[config.mk]
export PLATFORM = sky130hd
export DESIGN_NAME = burst_sched_flat
export DESIGN_NICKNAME = d
export VERILOG_FILES = /design/src/rtl/burst_sched_if.sv /design/src/rtl/burst_sched.sv /design/src/flat_wrapper.sv
export SDC_FILE = /design/constraint.sdc
export NUM_CORES = 1
export LEC_CHECK = 0
export BUFFER_PORTS_ARGS = -buffer_cell sky130_fd_sc_hd__buf_2
export CORE_ASPECT_RATIO = 1.75
export CORE_MARGIN = 3
export CORE_UTILIZATION = 30
export CTS_CLUSTER_DIAMETER = 120
export DETAILED_ROUTE_END_ITERATION = 16
export GPL_ROUTABILITY_DRIVEN = 0
export SLEW_MARGIN = 25
export SYNTH_ARGS = -nofsm -noshare
export SYNTH_HDL_FRONTEND = slang
export SYNTH_SLANG_ARGS = --single-unit
[constraint.sdc]
create_clock -name clk -period 5.12 [get_ports clk]
set_input_delay 1.024 -clock clk [delete_from_list [all_inputs] [get_ports clk]]
set_output_delay 1.024 -clock clk [all_outputs]
set_load 0.05 [all_outputs]
[src/rtl/burst_sched_if.sv]
// Signal bundle between the interrupter front end (master) and burst_sched (slave).
interface burst_sched_if #(
  parameter int TW = 16
);
  logic          en;
  logic [TW-1:0] on_us;
  logic [TW-1:0] per_us;
  logic          gen;
  logic          fault;
  logic          burst;
  logic          busy;
  logic          clamped;
  logic          locked;
  logic [15:0]   burst_cnt;

  modport master (
    output en, on_us, per_us, gen, fault,
    input  burst, busy, clamped, locked, burst_cnt
  );

  modport slave (
    input  en, on_us, per_us, gen, fault,
    output burst, busy, clamped, locked, burst_cnt
  );
endinterface

[src/rtl/burst_sched.sv]
// DRSSTC burst scheduler: clamps the on-time/period request per burst and produces a
// burst window that closes on a feedback rising edge, with minimum off time and fault lockout.
module burst_sched #(
  parameter int CLK_MHZ     = 100,
  parameter int TW          = 16,
  parameter int MAX_ON_US   = 200,
  parameter int MIN_PER_US  = 1000,
  parameter int MIN_OFF_US  = 500,
  parameter int TAIL_MAX_US = 10,
  parameter int LOCKOUT_US  = 50000
) (
  input  logic         clk,
  input  logic         rst_n,
  burst_sched_if.slave bus
);
  localparam int PW = (CLK_MHZ > 1) ? $clog2(CLK_MHZ) : 1;
  localparam int LW = (LOCKOUT_US > 0) ? $clog2(LOCKOUT_US + 1) : 1;

  localparam logic [PW-1:0] PRESC_LAST = PW'(CLK_MHZ - 1);
  localparam logic [TW-1:0] MAX_ON     = TW'(MAX_ON_US);
  localparam logic [TW-1:0] MIN_PER    = TW'(MIN_PER_US);
  localparam logic [TW-1:0] MIN_OFF    = TW'(MIN_OFF_US);
  localparam logic [TW-1:0] TAIL_MAX   = TW'(TAIL_MAX_US);
  localparam logic [LW-1:0] LOCK_END   = LW'(LOCKOUT_US);

  typedef enum logic [2:0] {S_IDLE, S_ON, S_TAIL, S_OFF, S_FAULT} state_t;

  state_t        state_reg, state_next;
  logic          gen_s1, gen_s, gen_s_d, gen_rise;
  logic [PW-1:0] presc;
  logic          tick;
  logic [TW-1:0] per_cnt, off_cnt, tail_cnt, on_l, per_l;
  logic [LW-1:0] lock_cnt;
  logic [TW-1:0] per_inc, off_inc, tail_inc;
  logic [LW-1:0] lock_inc;
  logic [TW-1:0] on_eff, cfg_on, cfg_per;
  logic          cfg_clamp;
  logic          on_done, tail_done, off_done, lock_done;
  logic          start_burst, state_chg, burst_end;
  logic          burst_reg, busy_reg, clamped_reg, locked_reg;
  logic [15:0]   burst_cnt_reg;

  // gen is free-running from the coil current transformer, so it is synchronised first
  always_ff @(posedge clk or negedge rst_n) begin
    if (!rst_n) begin
      gen_s1   <= 1'b0;
      gen_s    <= 1'b0;
      gen_s_d  <= 1'b0;
      gen_rise <= 1'b0;
    end else begin
      gen_s1   <= bus.gen;
      gen_s    <= gen_s1;
      gen_s_d  <= gen_s;
      gen_rise <= gen_s & ~gen_s_d;
    end
  end

  assign tick     = (presc == PRESC_LAST);
  assign per_inc  = (&per_cnt)  ? per_cnt  : per_cnt  + TW'(tick);
  assign off_inc  = (&off_cnt)  ? off_cnt  : off_cnt  + TW'(tick);
  assign tail_inc = (&tail_cnt) ? tail_cnt : tail_cnt + TW'(tick);
  assign lock_inc = (&lock_cnt) ? lock_cnt : lock_cnt + LW'(tick);

  assign on_eff    = (bus.on_us == '0) ? TW'(1) : bus.on_us;
  assign cfg_on    = (on_eff > MAX_ON) ? MAX_ON : on_eff;
  assign cfg_per   = (bus.per_us < MIN_PER) ? MIN_PER : bus.per_us;
  assign cfg_clamp = (bus.on_us > MAX_ON) | (bus.per_us < MIN_PER);

  // Thresholds look at the post-tick counter value so each transition lands on the tick edge.
  assign on_done   = (per_inc >= on_l);
  assign tail_done = gen_rise | (tail_inc >= TAIL_MAX);
  assign off_done  = (per_inc >= per_l) & (off_inc >= MIN_OFF);
  assign lock_done = (lock_inc >= LOCK_END) & ~bus.fault & ~bus.en;

  always_comb begin
    state_next = state_reg;
    if (bus.fault && state_reg != S_FAULT) begin
      state_next = S_FAULT;
    end else begin
      case (state_reg)
        S_IDLE:  if (bus.en)    state_next = S_ON;
        S_ON:    if (on_done)   state_next = S_TAIL;
        S_TAIL:  if (tail_done) state_next = S_OFF;
        S_OFF:   if (off_done)  state_next = bus.en ? S_ON : S_IDLE;
        S_FAULT: if (lock_done) state_next = S_IDLE;
        default:                state_next = S_IDLE;
      endcase
    end
  end

  assign start_burst = (state_next == S_ON) && (state_reg != S_ON);
  assign state_chg   = (state_next != state_reg);
  assign burst_end   = ((state_reg == S_ON) || (state_reg == S_TAIL)) && (state_next == S_OFF);

  always_ff @(posedge clk or negedge rst_n) begin
    if (!rst_n) begin
      state_reg     <= S_IDLE;
      burst_reg     <= 1'b0;
      busy_reg      <= 1'b0;
      locked_reg    <= 1'b0;
      clamped_reg   <= 1'b0;
      burst_cnt_reg <= '0;
      presc         <= '0;
      per_cnt       <= '0;
      off_cnt       <= '0;
      tail_cnt      <= '0;
      lock_cnt      <= '0;
      on_l          <= '0;
      per_l         <= '0;
    end else begin
      state_reg  <= state_next;
      burst_reg  <= (state_next == S_ON) || (state_next == S_TAIL);
      busy_reg   <= (state_next != S_IDLE);
      locked_reg <= (state_next == S_FAULT);
      presc      <= (state_chg || tick) ? '0 : presc + PW'(1);

      if (start_burst) begin
        on_l        <= cfg_on;
        per_l       <= cfg_per;
        clamped_reg <= cfg_clamp;
        per_cnt     <= '0;
      end else begin
        per_cnt <= per_inc;
      end

      off_cnt  <= (state_reg == S_OFF  && state_next == S_OFF)  ? off_inc  : '0;
      tail_cnt <= (state_reg == S_TAIL && state_next == S_TAIL) ? tail_inc : '0;
      // Any cycle with fault high restarts the lockout interval.
      lock_cnt <= (state_reg == S_FAULT && state_next == S_FAULT && !bus.fault) ? lock_inc : '0;

      if (burst_end)
        burst_cnt_reg <= burst_cnt_reg + 16'd1;
    end
  end

  assign bus.burst     = burst_reg;
  assign bus.busy      = busy_reg;
  assign bus.clamped   = clamped_reg;
  assign bus.locked    = locked_reg;
  assign bus.burst_cnt = burst_cnt_reg;
endmodule

[src/flat_wrapper.sv]
// flat-port wrapper written by rule: the top's interface ports become plain ports
module burst_sched_flat 
#(
  parameter int CLK_MHZ     = 100,
  parameter int TW          = 16,
  parameter int MAX_ON_US   = 200,
  parameter int MIN_PER_US  = 1000,
  parameter int MIN_OFF_US  = 500,
  parameter int TAIL_MAX_US = 10,
  parameter int LOCKOUT_US  = 50000
)
  (clk, rst_n, bus_en, bus_on_us, bus_per_us, bus_gen, bus_fault, bus_burst, bus_busy, bus_clamped, bus_locked, bus_burst_cnt);
  burst_sched_if #(.TW(TW)) bus_i ();
  input  logic clk;
  input  logic rst_n;
  input wire logic [$bits(bus_i.en)-1:0] bus_en;
  input wire logic [$bits(bus_i.on_us)-1:0] bus_on_us;
  input wire logic [$bits(bus_i.per_us)-1:0] bus_per_us;
  input wire logic [$bits(bus_i.gen)-1:0] bus_gen;
  input wire logic [$bits(bus_i.fault)-1:0] bus_fault;
  output wire logic [$bits(bus_i.burst)-1:0] bus_burst;
  output wire logic [$bits(bus_i.busy)-1:0] bus_busy;
  output wire logic [$bits(bus_i.clamped)-1:0] bus_clamped;
  output wire logic [$bits(bus_i.locked)-1:0] bus_locked;
  output wire logic [$bits(bus_i.burst_cnt)-1:0] bus_burst_cnt;
  assign bus_i.en = bus_en;
  assign bus_i.on_us = bus_on_us;
  assign bus_i.per_us = bus_per_us;
  assign bus_i.gen = bus_gen;
  assign bus_i.fault = bus_fault;
  assign bus_burst = bus_i.burst;
  assign bus_busy = bus_i.busy;
  assign bus_clamped = bus_i.clamped;
  assign bus_locked = bus_i.locked;
  assign bus_burst_cnt = bus_i.burst_cnt;
  burst_sched #(.CLK_MHZ(CLK_MHZ), .TW(TW), .MAX_ON_US(MAX_ON_US), .MIN_PER_US(MIN_PER_US), .MIN_OFF_US(MIN_OFF_US), .TAIL_MAX_US(TAIL_MAX_US), .LOCKOUT_US(LOCKOUT_US)) u_core (.clk(clk), .rst_n(rst_n), .bus(bus_i));
endmodule
# After elaboration in Yosys (flattened, before gate mapping)
# Index checks and enable logic that the tools add are counted.
# word_totals
register_bits	130
# op_classes
n_reduce_logical	18
addsub	6
order_cmp	8
mux	20
bitwise_logic	9
eq_ne	12
# ops
operator	count
16-bit 2-to-1 mux	11
16-bit by 1-bit adder with 16-bit output	4
16-bit AND reduction	4
16-bit >= comparator	2
16-bit by 8-bit greater-than comparator with 1-bit output, second input constant	2
3-bit 2-to-1 mux	6
16-bit by 1-bit adder with 16-bit output, second input constant	1
16-bit >= comparator, second input constant	1
16-bit by 4-bit >= comparator with 1-bit output, second input constant	1
16-bit by 9-bit >= comparator with 1-bit output, second input constant	1
16-bit logical NOT	1
16-bit by 10-bit less-than comparator with 1-bit output, second input constant	1
3-bit one-hot mux with 5 select lines	1
3-bit by 2-bit == test with 1-bit output, second input constant	4
7-bit by 1-bit adder with 7-bit output, second input constant	1
7-bit == test, second input constant	1
1-bit logical AND	7
7-bit 2-to-1 mux	1
3-bit by 1-bit == test with 1-bit output, second input constant	2
3-bit == test, second input constant	2
1-bit bitwise AND	4
3-bit logical NOT	1
1-bit logical OR	3
3-bit by 1-bit inequality test with 1-bit output, second input constant	1
other kinds (7)	10

# Longest topological paths before layout
# Gate-level depths: netlist of the first run.
# depth
depth_word	13
mapped_depth	19
ltp_nobuf	18

# Worst setup path after synthesis of the first run
# OpenSTA, ideal clock, no wires.
# synth_timing
path_type	register to register
from	reg u_core.presc[0]
to	reg u_core.per_l[12]
setup_time_ps	125
path_stages_with_launch	20
synth_period_minus_slack_ps	4757
t_required_ps	4995
slack_ps	363
arrival_ps	4632
path_cell_list	dfrtp_1 > ha_1 > nand2_1 > nor4_1 > ha_1 > ha_1 > and2_1 > nand3_1 > or3_1 > xnor2_1 > ha_1 > nand4_1 > a21oi_1 > a21oi_1 > a211oi_1 > or3_1 > a21oi_2 > nor4b_4 > buf_6 > mux2_4
# synth_via
elab_chain_cells	11
elab_cells_between_ends	26
classes_between	add/sub: 4; order compare: 5; eq/ne: 2; mux: 10; bitwise: 4; reduce/logical: 1
# synth_lines
item	line_no	source
start: declaration	burst_sched.sv:30	logic [PW-1:0] presc;
start signal: assignment	burst_sched.sv:115	presc <= (state_chg || tick) ? '0 : presc + PW'(1);
7-bit == test *	burst_sched.sv:58	assign tick = (presc == PRESC_LAST);
16-bit by 1-bit adder with 16-bit output	burst_sched.sv:62	assign lock_inc = (&lock_cnt) ? lock_cnt : lock_cnt + LW'(tick);
16-bit 2-to-1 mux	burst_sched.sv:62	
16-bit >= comparator	burst_sched.sv:73	assign lock_done = (lock_inc >= LOCK_END) & ~bus.fault & ~bus.en;
1-bit bitwise AND (2 in series)	burst_sched.sv:73	
3-bit 2-to-1 mux	burst_sched.sv:85	S_FAULT: if (lock_done) state_next = S_IDLE;
3-bit one-hot mux with 5 select lines *	burst_sched.sv:80	case (state_reg)
3-bit 2-to-1 mux *	burst_sched.sv:77	if (bus.fault && state_reg != S_FAULT) begin
3-bit by 1-bit == test with 1-bit output *	burst_sched.sv:91	assign start_burst = (state_next == S_ON) && (state_reg != S_ON);
1-bit logical AND *	burst_sched.sv:91	
end signal: assignment	burst_sched.sv:119	per_l <= cfg_per;
end: declaration	burst_sched.sv:32	logic [TW-1:0] per_cnt, off_cnt, tail_cnt, on_l, per_l;
# Every way passes the cells marked *; elsewhere a longest branch is shown, timed or not.
# A chain may end at the register's enable or synchronous reset.

# Worst setup path in the final report of the first run
# layout_timing
from	reg u_core.presc[0]
to	reg u_core.per_l[10]
# The elaborated chain is that of the path after synthesis.

==> flow_summary.toml, run 1 <==
[logic_synthesis]
part_of_the_yosys_area_used_for_sequential_elements_pct = 43.5
yosys-top-cells-count = "sky130_fd_sc_hd__dfrtp_1 (130), sky130_fd_sc_hd__nor2_1 (73), sky130_fd_sc_hd__nand2_1 (55), sky130_fd_sc_hd__inv_1 (51), sky130_fd_sc_hd__ha_1 (42)"
netlist_top_cells_area = "sky130_fd_sc_hd__dfrtp_1 (43%), sky130_fd_sc_hd__ha_1 (7.0%), sky130_fd_sc_hd__nor2_1 (3.7%), sky130_fd_sc_hd__xor2_1 (3.2%), sky130_fd_sc_hd__mux2i_1 (3.1%)"
synth-seq-cells = 130
postSynthAreaPerCell_um2 = 9.71
syn_inst = 771
postSynth.asyncResetShare_pct = 100
synth_cell_types = 75
yosysWarningCount = 0
synthesis.area_um2 = 7480
yosys.area.top_type = "sky130_fd_sc_hd__dfrtp_1"
netlist.area_leader.share_pct = 43.5
yosys.cell_count.top_type = "sky130_fd_sc_hd__dfrtp_1"
synth_edf_count = 0
synth_ff_type = "sky130_fd_sc_hd__dfrtp_1"

[routing]
drt.antenna.violating_nets = 0
met1_wire_length_mm = 6.51
via_count = 5833
drt_first_pass_iters = 4
detailed_routed_wire_length_on_met2_mm = 9.99
avgRoutedWirePerCell_um = 15.0
route.detailed.vias_per_inst = 5.00
drt_drc_violations_left = 0
drt_wl_total_mm = 17.5
topRoutingLayerUsed = "met4"
drt_first_iter_violations = 358
routed-wl-met3_um = 500

[floorplan]
fp.coreArea_um2 = 24300
io_pins = 57
die_h_um = 215
fp.dieArea_um2 = 27000
row_count = 75
die_width_um = 125
floorplan.initialDensity_pct = 30.8

[clock_network]
cts_sinks = 130
ctsRootBufferMaster = "sky130_fd_sc_hd__clkbuf_16"
cts_max_path_buffers = 2
clock_latency_on_the_worst_skew_pair_ns = 0.43
ctsHtreeMaxLevel = 4
tritoncts.num_buffers = 17
cts.reportedPaths.clkPinSlew_ns = 0.05
tritoncts = "built"

[power_and_ir_drop]
p_leak_uw = 0.00391
report.power.total_uw = 2450
ir_worst_vdd_uv = 197
p_per_area_nw_per_um2 = 280

[final_layout]
layout.core_utilization_pct = 36.1
final_layout_size_suffix_gt1_share_pct = 15.6
final_nets = 927
synthToLayoutAreaGrowth_pct = 17.2

[timing]
final-hold-violation-count = 0
clock.fmax_mhz = 209
worst_case_hold_slack_ns = 0.347
final.setup_skew_ns = 0.00654
timing_max_transition_violations_final = 0
max_slew.worst_pin.slew_ns = 0.834
post-route-period-util_pct = 93.3
final.min_clock_period_ns = 4.78
setup-violations-final = 0
final_critical_path_setup_slack_ns = 0.341
max-slew-margin-rel_pct = 44.4

[run]
maxCapViolations = 0

[global_routing]
global_route.usage.total_pct = 13.3
grt_max_degree = 89
number_of_antenna_violations_at_the_first_check_in_global_routing = 1
grt_residual_overflow = 0
wire_length_of_the_first_global_routing_pass_mm = 29.2
first_global_vias = 6003

[run_status]
outcome = "finished clean"

[place]
dp_worst_setup_slack_ns = 0.0456
place.detailed.hpwl_mm = 13.1
portBuffers = 56

[setup_path]
cp-start-kind = "flip-flop"
critical_path_required_ns = 5.43
critPathMaxFanout = 17
endpoint_kind = "flip-flop"
critical_setup_path_class = "reg2reg"
worst_endpoint_data_arrival_time_ns = 5.09

[worst_hold_path]
hold_path_class = "reg2reg"
## worst max-delay path: stages (launching register included)
cell                       delay, ns
sky130_fd_sc_hd__dfrtp_1        0.38
sky130_fd_sc_hd__ha_1           0.21
sky130_fd_sc_hd__nand2_1        0.12
sky130_fd_sc_hd__nor4_4         0.28
sky130_fd_sc_hd__ha_1           0.22
sky130_fd_sc_hd__and4_1         0.30
sky130_fd_sc_hd__nand3_1        0.12
sky130_fd_sc_hd__xnor2_1        0.29
sky130_fd_sc_hd__ha_1           0.31
sky130_fd_sc_hd__a22o_1         0.23
sky130_fd_sc_hd__o41ai_1        0.28
sky130_fd_sc_hd__buf_4          0.19
sky130_fd_sc_hd__a211oi_1       0.12
sky130_fd_sc_hd__or3_1          0.44
sky130_fd_sc_hd__a21oi_4        0.21
sky130_fd_sc_hd__nor4b_4        0.37
sky130_fd_sc_hd__buf_12         0.21
sky130_fd_sc_hd__mux2_2         0.35
## final cells by class
class | instances | area [µm²]
Antenna cell | 1 | 2.50
Clock inverter | 6 | 60.1
Sequential cell | 130 | 3250
Timing Repair Buffer | 70 | 417
Multi-Input combinational cell | 578 | 3990
Fill cell | 2408 | 15500
Inverter | 51 | 191
Tap cell | 308 | 385
Clock buffer | 22 | 464
## metrics by stage
step	area [µm²]	std cells	setup TNS (ns)
2_1_floorplan	7520	782	0
3_5_place_dp	8200	1136	0
4_1_cts	8730	1164	0
5_1_grt	8760	1165	-0.0285
3_3_place_gp	8200	1136	0
6_report	8770	1166	0
## placed cells by master, fill, tap and decap left out, drive strengths merged, types with 3 or more instances in the layout
cell,instances
dfrtp,130
nor2,75
buf,70
nand2,55
inv,51
ha,42
nand3,38
a21oi,34
xor2,27
xnor2,26
nand4,26
nor3,24
mux2i,23
clkbuf,22
and2,20
o21ai,20
nor4,18
a211oi,13
conb,12
and3,11
and4,10
mux2,10
nor2b,8
a31oi,8
or3,7
nand2b,6
o211ai,5
or4,4
o21a,4
a21o,4
nor3b,4
o21bai,3
o22ai,3
clkinv,3
nor4b,3
a31o,3
## kinds of logic after synthesis
group                    after synthesis  synth area share, %
AND/OR/NAND/NOR                      320                 23.8
flip-flops                           130                 43.5
multiplexers                          33                 4.73
AO/OA/AOI/OAI                        118                 10.7
adder cells (fa/ha/maj)               42                 7.02
XOR/XNOR                              53                 6.20
buffers and inverters                 74                 4.11
other                                  1               0.0501
## where the power goes
part | switching (µW) | total [µW] | leakage, µW | internal (µW)
registers | 49.2 | 1140 | 0.00166 | 1090
clock network | 430 | 1110 | 0.000254 | 677
logic | 117 | 209 | 0.00200 | 91.5
total | 597 | 2450 | 0.00391 | 1860
## repair_timing
item / 4_1_cts / 5_1_grt
setup buffers: 0 / 1
hold buffers: 0 / 0
resized for setup: 0 / 4
setup endpoints to repair: 0 / 64
## layer usage
| layer | up-vias | global-route usage (%) |
|---|---|---|
| met1 | 2830 | 13.3 |
| li1 | 2896 | - |
| met5 | - | 0 |
| met3 | 31 | 2.68 |
| met4 | 0 | 5.97 |
| met2 | 76 | 26.1 |
## worst paths after layout
path / end / slack [ns] / depth (start not counted) / start
max: u_core.per_l[10] / 0.34 / 17 / u_core.presc[0]
min: u_core.gen_s / 0.35 / 0 / u_core.gen_s1
max reg2reg: u_core.per_l[10] / 0.34 / 17 / u_core.presc[0]
min reg2reg: u_core.gen_s / 0.35 / 0 / u_core.gen_s1
max in group asynchronous: u_core.tail_cnt[6] / 3.42 / 2 / rst_n
min in group asynchronous: u_core.off_cnt[5] / 0.64 / 1 / rst_n
Power figures use the tool's default switching activity.
==> run 2: changes to the inputs <==
CTS_BUF_LIST = sky130_fd_sc_hd__clkbuf_2 sky130_fd_sc_hd__clkbuf_4 sky130_fd_sc_hd__clkbuf_8   (was default)
==> flow_summary.toml, run 2 (synthesis results as in run 1) <==
[global_routing]
grt_max_degree = 89
number_of_antenna_violations_at_the_first_check_in_global_routing = 1
first_global_vias = 5978
grt_residual_overflow = 0
wire_length_of_the_first_global_routing_pass_mm = 29.1
global_route.usage.total_pct = 13.2

[timing]
max_slew.worst_pin.slew_ns = 0.836
max-slew-margin-rel_pct = 44.3
finalSetupTns_ns = 0
setup-violations-final = 0
timing_max_transition_violations_final = 0
clock.fmax_mhz = 209
final.min_clock_period_ns = 4.79
final.setup_skew_ns = 0.0171
post-route-period-util_pct = 93.6
final-hold-violation-count = 0
final_critical_path_setup_slack_ns = 0.328

[clock_network]
cts_sinks = 130
cts-hold-fix-buffers = 0
tritoncts = "built"
ctsRootBufferMaster = "sky130_fd_sc_hd__clkbuf_8"
tritoncts.num_buffers = 17
cts_max_path_buffers = 2
ctsHtreeMaxLevel = 4
cts.reportedPaths.clkPinSlew_ns = 0.07
clock_latency_on_the_worst_skew_pair_ns = 0.46

[setup_path]
timing.rr.end = "u_core.per_l[10]"
critical-path-slowest-cell = "sky130_fd_sc_hd__or3_1"
endpoint_kind = "flip-flop"
cp-start-kind = "flip-flop"
ff2ff_path_depth = 17
critical_path.most_common_cell = "sky130_fd_sc_hd__ha_1"
cp_top_family = "simple AND/OR/NAND/NOR gates"
slowest_delay_ns = 0.44
critPathMaxFanout = 17
critical_setup_path_class = "reg2reg"
timing.critical_path.buf_inv = 2
r2r_setup_slack_ns = 0.33
crit_reg_reg_startpoint = "u_core.presc[0]"
critical_path_required_ns = 5.46
worst_endpoint_data_arrival_time_ns = 5.13
critical_path.cell_chain = "ha_1, nand2_1, nor4_4, ha_1, and4_1, nand3_1, xnor2_1, ha_1, a22o_1, o41ai_1, buf_4, a211oi_1, or3_1, a21oi_4, nor4b_4, buf_12, mux2_2"

[final_layout]
multi_input_comb_area_um2 = 3990
most_common_cell_after_layout_fill_and_taps_aside = "sky130_fd_sc_hd__dfrtp_1"
fin_area_um2 = 8580
n_fill_cell = 2424
seqCellArea_um2 = 3250
layout_common_cells = "sky130_fd_sc_hd__dfrtp_1 (130), sky130_fd_sc_hd__nor2_1 (73), sky130_fd_sc_hd__nand2_1 (55), sky130_fd_sc_hd__buf_2 (55), sky130_fd_sc_hd__inv_1 (51)"
layout.core_utilization_pct = 35.3
final_layout_size_suffix_gt1_share_pct = 15.9
final_nets = 927
synthToLayoutAreaGrowth_pct = 14.6

[routing]
via_count = 5816
avgRoutedWirePerCell_um = 14.9
drt_wl_total_mm = 17.4
drt_first_iter_violations = 307
drt_drc_violations_left = 0
route.detailed.vias_per_inst = 4.99
drt.antenna.violating_nets = 0
drt_first_pass_iters = 5

[floorplan]
row_count = 75
fp.coreArea_um2 = 24300
io_pins = 57
die_width_um = 125
floorplan.initialDensity_pct = 30.8
die_h_um = 215
fp.dieArea_um2 = 27000

[worst_hold_path]
min-delay-start = "u_core.gen_s1"
whs_endpoint = "u_core.gen_s"
hold_path_class = "reg2reg"
hold_depth = 0

[place]
place.detailed.hpwl_mm = 13.1
dpl-instance-area_um2 = 8200
portBuffers = 56
dp_worst_setup_slack_ns = 0.0456

[power_and_ir_drop]
p_leak_uw = 0.00383
p_per_area_nw_per_um2 = 250
ir_worst_vdd_uv = 138

[run_status]
outcome = "finished clean"

[run]
maxCapViolations = 0
==> run 2: timing repair <==
item	in CTS	in global routing
setup endpoints to repair	0	64
setup buffers	0	1
resized for setup	0	3
==> run 2: area by class of cell <==
type                            instances  share of cell area, %
Antenna cell                            1                 0.0292
Clock buffer                           22                   3.31
Clock inverter                          6                  0.700
Inverter                               51                   2.23
Multi-Input combinational cell        578                   46.5
Sequential cell                       130                   37.9
Tap cell                              308                   4.49
Timing Repair Buffer                   70                   4.86
==> run 2: report_power, final <==
| group | switching (µW) | total (µW) | internal (µW) | leakage [µW] |
|---|---|---|---|---|
| sequential | 49.1 | 1140 | 1090 | 0.00166 |
| clock | 387 | 798 | 411 | 0.000177 |
| combinational | 118 | 209 | 91.7 | 0.00199 |
==> run 2: through the flow <==
| step | power (µW) | std cells | hold WS, ns |
|---|---|---|---|
| after floorplan | 1270 | 782 | 0.331 |
| after global placement | 1350 | 1136 | 0.334 |
| after detailed placement | 1360 | 1136 | 0.337 |
| after CTS | 2170 | 1164 | 0.354 |
| after global routing | 2260 | 1165 | 0.369 |
| final | 2140 | 1166 | 0.350 |
==> run 2: worst reg2reg max path, stage by stage (launching register included) <==
cell and delay [ns]:
sky130_fd_sc_hd__dfrtp_1 0.39, sky130_fd_sc_hd__ha_1 0.21, sky130_fd_sc_hd__nand2_1 0.12, sky130_fd_sc_hd__nor4_4 0.28, sky130_fd_sc_hd__ha_1 0.22, sky130_fd_sc_hd__and4_1 0.30, sky130_fd_sc_hd__nand3_1 0.13, sky130_fd_sc_hd__xnor2_1 0.30
sky130_fd_sc_hd__ha_1 0.31, sky130_fd_sc_hd__a22o_1 0.24, sky130_fd_sc_hd__o41ai_1 0.29, sky130_fd_sc_hd__buf_4 0.19, sky130_fd_sc_hd__a211oi_1 0.12, sky130_fd_sc_hd__or3_1 0.44, sky130_fd_sc_hd__a21oi_4 0.22, sky130_fd_sc_hd__nor4b_4 0.37
sky130_fd_sc_hd__buf_12 0.21, sky130_fd_sc_hd__mux2_2 0.36
==> run 2: worst max path at each step <==
stage / cells after the start / startpoint / to
floorplan: 19 / u_core.presc[0] / u_core.per_l[12]
global placement: 17 / u_core.presc[0] / u_core.bus.clamped
detailed placement: 18 / u_core.presc[0] / u_core.bus.clamped
CTS: 18 / u_core.presc[0] / u_core.bus.clamped
global route: 19 / u_core.presc[0] / u_core.per_l[10]
finish: 17 / u_core.presc[0] / u_core.per_l[10]
==> run 2: routing by layer <==
| layer | wire length [µm] | share of wire (%) | global-route usage [%] | up-vias |
|---|---|---|---|---|
| met4 | 335 | 1.9 | 5.21 | 0 |
| met1 | 6530 | 38 | 13.1 | 2836 |
| met2 | 10100 | 58 | 26.0 | 72 |
| li1 | - | - | - | 2891 |
| met5 | 0 | 0 | 0 | - |
| met3 | 460 | 2.6 | 3.03 | 17 |
